File: src/rtl/ast_width_downsizer.sv
// Avalon-ST width downsizer: splits each wide input word into up to K narrow
// MSB-first beats, carrying SOP/EOP/empty/channel through.
module ast_width_downsizer #(
    parameter int DATA_IN_W   = 128,
    parameter int DATA_OUT_W  = 64,
    parameter int CHANNEL_W   = 10,
    parameter int EMPTY_IN_W  = (DATA_IN_W > 8) ? $clog2(DATA_IN_W / 8) : 1,
    parameter int EMPTY_OUT_W = (DATA_OUT_W > 8) ? $clog2(DATA_OUT_W / 8) : 1
) (
    input  logic                   clk_i,
    input  logic                   arst_n_i,
    input  logic [DATA_IN_W-1:0]   ast_data_i,
    input  logic                   ast_startofpacket_i,
    input  logic                   ast_endofpacket_i,
    input  logic                   ast_valid_i,
    input  logic [EMPTY_IN_W-1:0]  ast_empty_i,
    input  logic [CHANNEL_W-1:0]   ast_channel_i,
    output logic                   ast_ready_o,
    output logic [DATA_OUT_W-1:0]  ast_data_o,
    output logic                   ast_startofpacket_o,
    output logic                   ast_endofpacket_o,
    output logic                   ast_valid_o,
    output logic [EMPTY_OUT_W-1:0] ast_empty_o,
    output logic [CHANNEL_W-1:0]   ast_channel_o,
    input  logic                   ast_ready_i
);

    localparam int K         = DATA_IN_W / DATA_OUT_W;
    localparam int IDX_W     = $clog2(K);
    localparam int BYTES_OUT = DATA_OUT_W / 8;

    typedef enum logic {IDLE, SEND} state_t;

    state_t                 state, state_nxt;
    logic [IDX_W-1:0]       idx, idx_nxt, last, last_nxt;
    logic [DATA_IN_W-1:0]   word_data, word_shifted;
    logic                   word_sop, word_eop;
    logic [EMPTY_OUT_W-1:0] word_empty, empty_nxt;
    logic [CHANNEL_W-1:0]   word_channel;
    logic                   run;
    logic                   at_last, in_fire, out_fire;

    // run keeps ast_ready_o low while reset is held and for the first edge after it
    assign at_last     = (idx == last);
    assign ast_valid_o = (state == SEND);
    assign ast_ready_o = run & ((state == IDLE) | (at_last & ast_ready_i));
    assign in_fire     = ast_valid_i & ast_ready_o;
    assign out_fire    = ast_valid_o & ast_ready_i;

    always_comb begin
        state_nxt = state;
        idx_nxt   = idx;
        if (in_fire) begin
            state_nxt = SEND;
            idx_nxt   = '0;
        end else if (out_fire) begin
            if (at_last) state_nxt = IDLE;
            else         idx_nxt   = idx + 1'b1;
        end
    end

    // Whole output beats covered by the trailing empty bytes are dropped
    always_comb begin
        last_nxt  = IDX_W'(K - 1);
        empty_nxt = '0;
        if (ast_endofpacket_i) begin
            last_nxt  = IDX_W'(K - 1 - int'(ast_empty_i) / BYTES_OUT);
            empty_nxt = EMPTY_OUT_W'(int'(ast_empty_i) % BYTES_OUT);
        end
    end

    always_ff @(posedge clk_i or negedge arst_n_i) begin
        if (!arst_n_i) begin
            state <= IDLE;
            idx   <= '0;
            run   <= 1'b0;
        end else begin
            state <= state_nxt;
            idx   <= idx_nxt;
            run   <= 1'b1;
        end
    end

    always_ff @(posedge clk_i or negedge arst_n_i) begin
        if (!arst_n_i) begin
            word_data    <= '0;
            word_sop     <= 1'b0;
            word_eop     <= 1'b0;
            word_empty   <= '0;
            word_channel <= '0;
            last         <= '0;
        end else if (in_fire) begin
            word_data    <= ast_data_i;
            word_sop     <= ast_startofpacket_i;
            word_eop     <= ast_endofpacket_i;
            word_empty   <= empty_nxt;
            word_channel <= ast_channel_i;
            last         <= last_nxt;
        end
    end

    assign word_shifted        = word_data << (idx * DATA_OUT_W);
    assign ast_data_o          = ast_valid_o ? word_shifted[DATA_IN_W-1 -: DATA_OUT_W] : '0;
    assign ast_startofpacket_o = ast_valid_o & word_sop & (idx == '0);
    assign ast_endofpacket_o   = ast_valid_o & word_eop & at_last;
    assign ast_empty_o         = ast_endofpacket_o ? word_empty : '0;
    assign ast_channel_o       = ast_valid_o ? word_channel : '0;

endmodule

File: config.mk
export PLATFORM = sky130hd
export DESIGN_NAME = ast_width_downsizer
export DESIGN_NICKNAME = d
export VERILOG_FILES = /design/src/rtl/ast_width_downsizer.sv
export SDC_FILE = /design/constraint.sdc
export NUM_CORES = 1
export LEC_CHECK = 0
export ABC_AREA = 0
export CAP_MARGIN = 10
export CORE_ASPECT_RATIO = 0.9
export CORE_UTILIZATION = 45
export CTS_BUF_LIST = sky130_fd_sc_hd__clkbuf_8
export CTS_CLUSTER_SIZE = 20
export DETAILED_ROUTE_END_ITERATION = 6
export PLACE_DENSITY = 0.77
export SLEW_MARGIN = 20
export SYNTH_ARGS = -nofsm -noshare
export SYNTH_HDL_FRONTEND = slang
export SYNTH_SLANG_ARGS = --single-unit
File: constraint.sdc
create_clock -name clk_i -period 1.85 [get_ports clk_i]
set_input_delay 0.185 -clock clk_i [delete_from_list [all_inputs] [get_ports clk_i]]
set_output_delay 0.185 -clock clk_i [all_outputs]
set_load 0.03 [all_outputs]
==> results of run 1 <==
==> per-layer routing <==
layer,wire (um),up-vias,track usage (%)
met5,0,-,0
met4,429,0,7.399
met3,1164,30,6.982
met2,8594,180,35.82
met1,8309,2398,29.22
li1,-,2215,-
==> registers in the layout, summed over array words and instances (netlist names) <==
register      cells
word_eop          1
word_data       128
word_empty        3
word_channel     10
run               1
idx               1
last              1
word_sop          1
ast_valid_o       1
==> path summary, 6_finish.rpt <==
path / from / endpoint / cells after the start
setup reg to reg: idx$_DFFE_PN0P_ / word_data[9]$_DFFE_PN0P_ / 7
min in group clk_i: ast_empty_i[0] / word_empty[0]$_DFFE_PN0P_ / 3
hold reg to reg: word_data[3]$_DFFE_PN0P_ / word_data[3]$_DFFE_PN0P_ / 1
hold / removal: arst_n_i / word_data[70]$_DFFE_PN0P_ / 2
setup / recovery: idx$_DFFE_PN0P_ / ast_data_o[62] / 5
max in group asynchronous: arst_n_i / word_data[87]$_DFFE_PN0P_ / 3
==> kinds of logic after synthesis <==
kind of cell,Yosys count
xor gates and xnor gates,1
DFF,147
muxes,208
and+or+nand+nor,92
other,1
AOI/OAI and AO/OA,3
buffers and inverters,36
==> through the flow <==
stage	setup TNS, ns	utilization, %
2_1_floorplan	0	-
3_3_place_gp	-0.9195	64.26
3_5_place_dp	-3.878	64.26
4_1_cts	-6.329	68.21
5_1_grt	-21.99	72.65
6_report	-11.45	72.65
==> what timing repair did <==
item	4_1_cts	5_1_grt
hold endpoints to repair	49	0
hold buffers	1	0
setup endpoints to repair	79	124
pin swaps	3	4
resized for setup	139	93
buffers inserted	4	6
gates cloned	2	10
==> cell usage after synthesis <==
cell type | count | area, um2
buf_6 | 6 | 67.56
dfrtp_1 | 147 | 3679
xor2_2 | 1 | 16.27
and3b_1 | 1 | 8.760
o21ai_0 | 1 | 5.000
nor2_1 | 1 | 3.750
clkbuf_1 | 8 | 30.03
o21ai_1 | 1 | 5.000
nor2b_1 | 64 | 400.4
conb_1 | 1 | 3.750
nor3_1 | 3 | 15.01
nand2_1 | 9 | 33.78
buf_4 | 1 | 7.510
mux2_2 | 95 | 1070
and2_1 | 11 | 68.82
mux2i_1 | 67 | 670.6
nand3_1 | 2 | 10.01
mux2_4 | 46 | 690.7
buf_2 | 17 | 85.08
nand3b_1 | 1 | 7.510
a21oi_1 | 1 | 5.000
inv_1 | 4 | 15.01
==> final cells by class <==
class,count,share of cell area (%)
Clock buffer,21,2.684
Sequential cell,147,34.21
Tap cell,198,2.301
Multi-Input combinational cell,305,30.98
Inverter,4,0.1395
Timing Repair Buffer,280,28.44
Clock inverter,11,1.243
==> report_power, final <==
part           total (mW)  switching, mW  leakage (nW)  internal [mW]
logic                12.0           5.64          2.88           6.39
registers            5.85          0.984          1.73           4.86
clock network        2.65           1.19         0.224           1.46
==> critical path, delay by kind of cell (launching register included) <==
| kind | cells | cell delay (ns) |
|---|---|---|
| muxes | 1 | 0.12 |
| and+or+nand+nor | 1 | 0.24 |
| buffers and inverters | 3 | 0.48 |
| DFF | 1 | 0.56 |
==> flow_metrics.env, run 1 <==
export IMPL_status="complete, but fails checks"
export IMPL_violations="setup timing"
export IMPL_clock_skew_ns=0.009465
export IMPL_design_area_um2=10770
export IMPL_cpPeakStageDelay_ns=0.56
export IMPL_layout_commonest_cell="clkdlybuf4s50_1"
export IMPL_via_per_inst=4.993
export IMPL_p_total_mw=20.52
export IMPL_place_congestion=0.8501
export IMPL_avgSynthCellArea_um2=14.13
export IMPL_synth_warnings=0
export IMPL_synth_xor_xnor_area_share_pct=0.2358
export IMPL_synthMuxAreaShare_pct=35.24
export IMPL_cts_htree_levels=4
export IMPL_cp_cell_sequence="buf_12 -> buf_12 -> mux2i_1 -> nor2b_1 -> buf_12"
export IMPL_fp_dieArea_um2=15830
export IMPL_synth_fa_ha_area_share_pct=0
export IMPL_worstSetupEndpointType="output port"
export IMPL_floorplan_initialDensity_pct=46.55
export IMPL_holdWs_ns=0.2566
export IMPL_drtAntennaViolNets=0
export IMPL_die_w_um=132.5
export IMPL_cts_sinks=147
export IMPL_clk_pin_slew_ns=0.08
export IMPL_io_pins=229
export IMPL_start_kind="register"
export IMPL_hold_violations=0
export IMPL_cts_made_buffers=17
export IMPL_antenna_found_initial=0
export IMPL_cts_tree="yes"
export IMPL_multiInputGateArea_um2=3336
export IMPL_worst_slew_pin_transition_ns=0.5531
export IMPL_p_per_area_nw_per_um2=1906
export IMPL_path_common_cell="buf_12"
export IMPL_fmax_ghz=0.4880
export IMPL_grt_overflow=0
export IMPL_port_buffer_count=228
export IMPL_ir_drop_mv=1.072
export IMPL_arrival_ns=1.86
export IMPL_drive_above_1_share_pct=41.54
export IMPL_worstSkewPairLatency_ns=0.45
export IMPL_synth_seq_cells=147
export IMPL_synth_cells=488
export IMPL_dp_hpwl_um=12060
export IMPL_final_cell_mix="clkdlybuf4s50_1 (146), dfrtp_1 (145), mux2_4 (102)"
export IMPL_grt_max_degree=55
export IMPL_regArea_um2=3684
export IMPL_nFillCells=977
export IMPL_grt_total_usage_pct=22.52
export IMPL_hold_class="in -> async"
export IMPL_final_cells=966
export IMPL_grt_first_pass_wirelength_um=27130
export IMPL_setup_viol=174
export IMPL_totalWireLength_um=18500
export IMPL_syn_nets=636
export IMPL_core_um2=14820
export IMPL_r2r_slack_ns=-0.13
export IMPL_syn_cell_area_um2=6898
export IMPL_grt_pass1_vias=5071
export IMPL_setup_worst_path_class="reg -> out"
export IMPL_period_needed_ns=2.049
export IMPL_dp_cells=911
export IMPL_synth_compound_area_share_pct=0.2177
export IMPL_slew_violations=0
export IMPL_num_vias=4823
export IMPL_n_antenna_cell=0
export IMPL_synth_distinct_cells=22
export IMPL_finalCritPeriodShare_pct=110.8
export IMPL_worst_slack_ns=-0.1990
export IMPL_drcViolationCount=0
export IMPL_synth_top_family_by_area="multiplexers"
export IMPL_placed_cell_area_um2=9523
export IMPL_clockRootBuffer="clkbuf_8"
export IMPL_wl_per_cell_um=19.15
export IMPL_ys_seq_area_share_pct=53.33
export IMPL_cts_path_max_buffers=2
export IMPL_fp_dieH_um=119.5
export IMPL_fp_row_count=42
export IMPL_power_leakage_nw=4.833
export IMPL_drv_cap=0
export IMPL_crit_fanout=7
export IMPL_synthSimpleGateAreaFrac_pct=7.945
export IMPL_rsz0062_at_grt="true"
export IMPL_syn_to_final_growth_pct=56.09
export IMPL_cp_data_required_time_ns=1.66
export IMPL_finalNetCount=903
export IMPL_drt_iter0_markers=205
export IMPL_dr_pass1_iters=4
export IMPL_post_place_ws_ns=-0.09630
export IMPL_slowest_stage="dfrtp_4"
export IMPL_max_slew_margin_pct=63.13
Power figures use the tool's default switching activity.
==> run 2, diff against run 1 <==
--- a/config.mk
+++ b/config.mk
@@ -12,7 +12,9 @@
 export CTS_BUF_LIST = sky130_fd_sc_hd__clkbuf_8
 export CTS_CLUSTER_SIZE = 20
 export DETAILED_ROUTE_END_ITERATION = 6
+export GPL_TIMING_DRIVEN = 0
 export PLACE_DENSITY = 0.77
+export SKIP_LAST_GASP = 1
 export SLEW_MARGIN = 20
 export SYNTH_ARGS = -nofsm -noshare
 export SYNTH_HDL_FRONTEND = slang
==> run 2 against run 1 <==
Against the previous run: the flow still finishes with violations (setup timing); critical path type is now reg -> reg; fmax grew 5.9%; hold slack lost 0.023 ns; design area shrank 4.6%; critical endpoint is now word_data[80]$_DFFE_PN0P_.
==> flow_metrics.env, run 2 (same netlist as run 1, synthesis figures left out) <==
export IMPL_design_area_um2=10270
export IMPL_grt_overflow=0
export IMPL_place_congestion=0.8625
export IMPL_grt_pass1_vias=5196
export IMPL_largest_register_ff_count=128
export IMPL_p_comb_share_pct=57.2
export IMPL_hold_violations=0
export IMPL_fp_dieH_um=119.5
export IMPL_clk_pin_slew_ns=0.09
export IMPL_via_per_inst=4.943
export IMPL_core_um2=14820
export IMPL_drcViolationCount=0
export IMPL_regMostFlops="word_data"
export IMPL_crit_fanout=10
export IMPL_die_w_um=132.5
export IMPL_totalWireLength_um=18410
export IMPL_ir_drop_mv=1.187
export IMPL_finalNetCount=907
export IMPL_dp_cells=915
export IMPL_slew_violations=0
export IMPL_drive_above_1_share_pct=41.19
export IMPL_final_cells=970
export IMPL_dr_pass1_iters=4
export IMPL_top_regs="word_data x128, word_channel x10, word_empty x3"
export IMPL_slowest_stage="dfrtp_1"
export IMPL_power_leakage_nw=4.540
export IMPL_post_route_util_pct=69.29
export IMPL_nFillCells=1073
export IMPL_n_antenna_cell=0
export IMPL_worst_slack_ns=-0.08440
export IMPL_rsz0062_at_grt="true"
export IMPL_cts_path_max_buffers=2
export IMPL_cpPeakStageDelay_ns=0.38
export IMPL_cts_htree_levels=4
export IMPL_antenna_found_initial=0
export IMPL_switchingPower_mw=7.649
export IMPL_post_place_ws_ns=-0.6457
export IMPL_dp_hpwl_um=12700
export IMPL_regArea_um2=3680
export IMPL_arrival_ns=2.27
export IMPL_io_pins=229
export IMPL_floorplan_initialDensity_pct=46.55
export IMPL_p_int_mw=11.58
export IMPL_grt_total_usage_pct=24.09
export IMPL_wl_per_cell_um=18.98
export IMPL_cp_data_required_time_ns=2.18
export IMPL_switching_share_pct=39.77
export IMPL_clkPwrFrac_pct=12.9
export IMPL_status="complete, but fails checks"
export IMPL_cts_sinks=147
export IMPL_drt_iter0_markers=173
export IMPL_setup_viol=108
export IMPL_num_vias=4795
export IMPL_clock_skew_ns=0.01210
export IMPL_multiInputGateArea_um2=3080
export IMPL_grt_max_degree=96
export IMPL_fp_row_count=42
export IMPL_path_common_cell="buf_12"
export IMPL_p_per_area_nw_per_um2=1873
export IMPL_start_kind="register"
export IMPL_p_total_mw=19.23
export IMPL_setup_worst_path_class="reg -> reg"
export IMPL_pwr_share_seq_pct=29.9
export IMPL_syn_to_final_growth_pct=48.87
export IMPL_cts_made_buffers=17
export IMPL_port_buffer_count=228
export IMPL_grt_first_pass_wirelength_um=28880
export IMPL_period_needed_ns=1.934
export IMPL_worstSkewPairLatency_ns=0.46
export IMPL_drv_cap=0
export IMPL_worstSetupEndpointType="register"
export IMPL_finalCritPeriodShare_pct=104.6
export IMPL_fmax_ghz=0.5170
export IMPL_clockRootBuffer="clkbuf_8"
export IMPL_cts_tree="yes"
export IMPL_drtAntennaViolNets=0
export IMPL_placed_cell_area_um2=9460
export IMPL_cp_cell_sequence="buf_6 -> buf_12 -> xor2_4 -> o21ai_2 -> buf_6 -> buf_12 -> buf_12 -> mux2_4"
export IMPL_fp_dieArea_um2=15830
export IMPL_violations="setup timing"
export IMPL_hold_class="in -> async"
export IMPL_final_cell_mix="dfrtp_1 (146), clkdlybuf4s50_1 (146), mux2_2 (95)"
-- run 2: cell types whose count changed in the layout (fill, tap and decap cells not counted), moves of 4 or more --
cell / delta
buf_4: -11
buf_2: +21
clkinvlp_4: +4
buf_12: -5
nor2b_1: +4
mux2_4: -56
clkbuf_8: -4
buf_16: -4
mux2_2: +56
nor2b_2: -4
-- run 2: power groups by stage --
stage	Clock (mW)	Combinational (mW)	Sequential, mW
global placement	0	10.2	5.68
CTS	2.56	10.4	5.73
finish	2.49	11.0	5.74
detailed placement	0	10.4	5.79
floorplan	0	6.87	5.51
global route	2.72	11.7	5.95
-- run 2: final timing paths --
check                                            startpoint                          end  slack [ns]  depth (start not counted)
worst max-delay path                        idx$_DFFE_PN0P_    word_data[80]$_DFFE_PN0P_       -0.08                          8
worst min-delay path                               arst_n_i    word_data[12]$_DFFE_PN0P_        0.23                          2
worst max register to register              idx$_DFFE_PN0P_    word_data[80]$_DFFE_PN0P_       -0.08                          8
worst min register to register  word_channel[9]$_DFFE_PN0P_  word_channel[9]$_DFFE_PN0P_        0.50                          1
max in group asynchronous                          arst_n_i      ast_valid_o$_DFFE_PN0P_        0.79                          3
min in group clk_i                           ast_empty_i[2]    word_empty[2]$_DFFE_PN0P_        0.32                          3
-- run 2: cell type report --
class,count,share of cell area [%]
clock buffer,17,2.279
inverter,4,0.1462
buffer,29,3.716
sequential,147,35.84
clock inverter,15,1.547
multi-input combinational,305,30.00
timing repair buffer,255,24.06
tap,198,2.413
-- run 2: worst max-delay path: cells and delay by family, from the launching register on --
kind                   cells  cell delay [ns]
XOR/XNOR                   1             0.19
buffers and inverters      5             0.76
multiplexers               1             0.31
flip-flops                 1             0.38
AO/OA/AOI/OAI              1             0.17
-- run 2: repair_timing --
action                                 CTS  global route
buffers inserted                         6            10
endpoints found under the hold margin   52             0
pin swaps                                0             4
cloned                                   1             8
setup endpoints to repair              219           157
hold buffers                             1             0
gates resized for setup                496            74
-- run 2: metal layers --
layer,part of all wire [%],global-route usage [%],up-vias
met2,48,39.11,164
met1,44,31.22,2380
li1,-,-,2227
met5,0,0,-
met3,6.6,7.450,24
met4,1.2,6.322,0
-- run 2: stage by stage --
| step | setup TNS (ns) | hold slack (ns) |
|---|---|---|
| after floorplan | 0 | -0.1106 |
| after global placement | -799.70 | 0.4807 |
| after detailed placement | -51.10 | 0.1221 |
| after CTS | -3.912 | 0.2219 |
| after global routing | -18.00 | 0.2347 |
| final | -3.564 | 0.2336 |
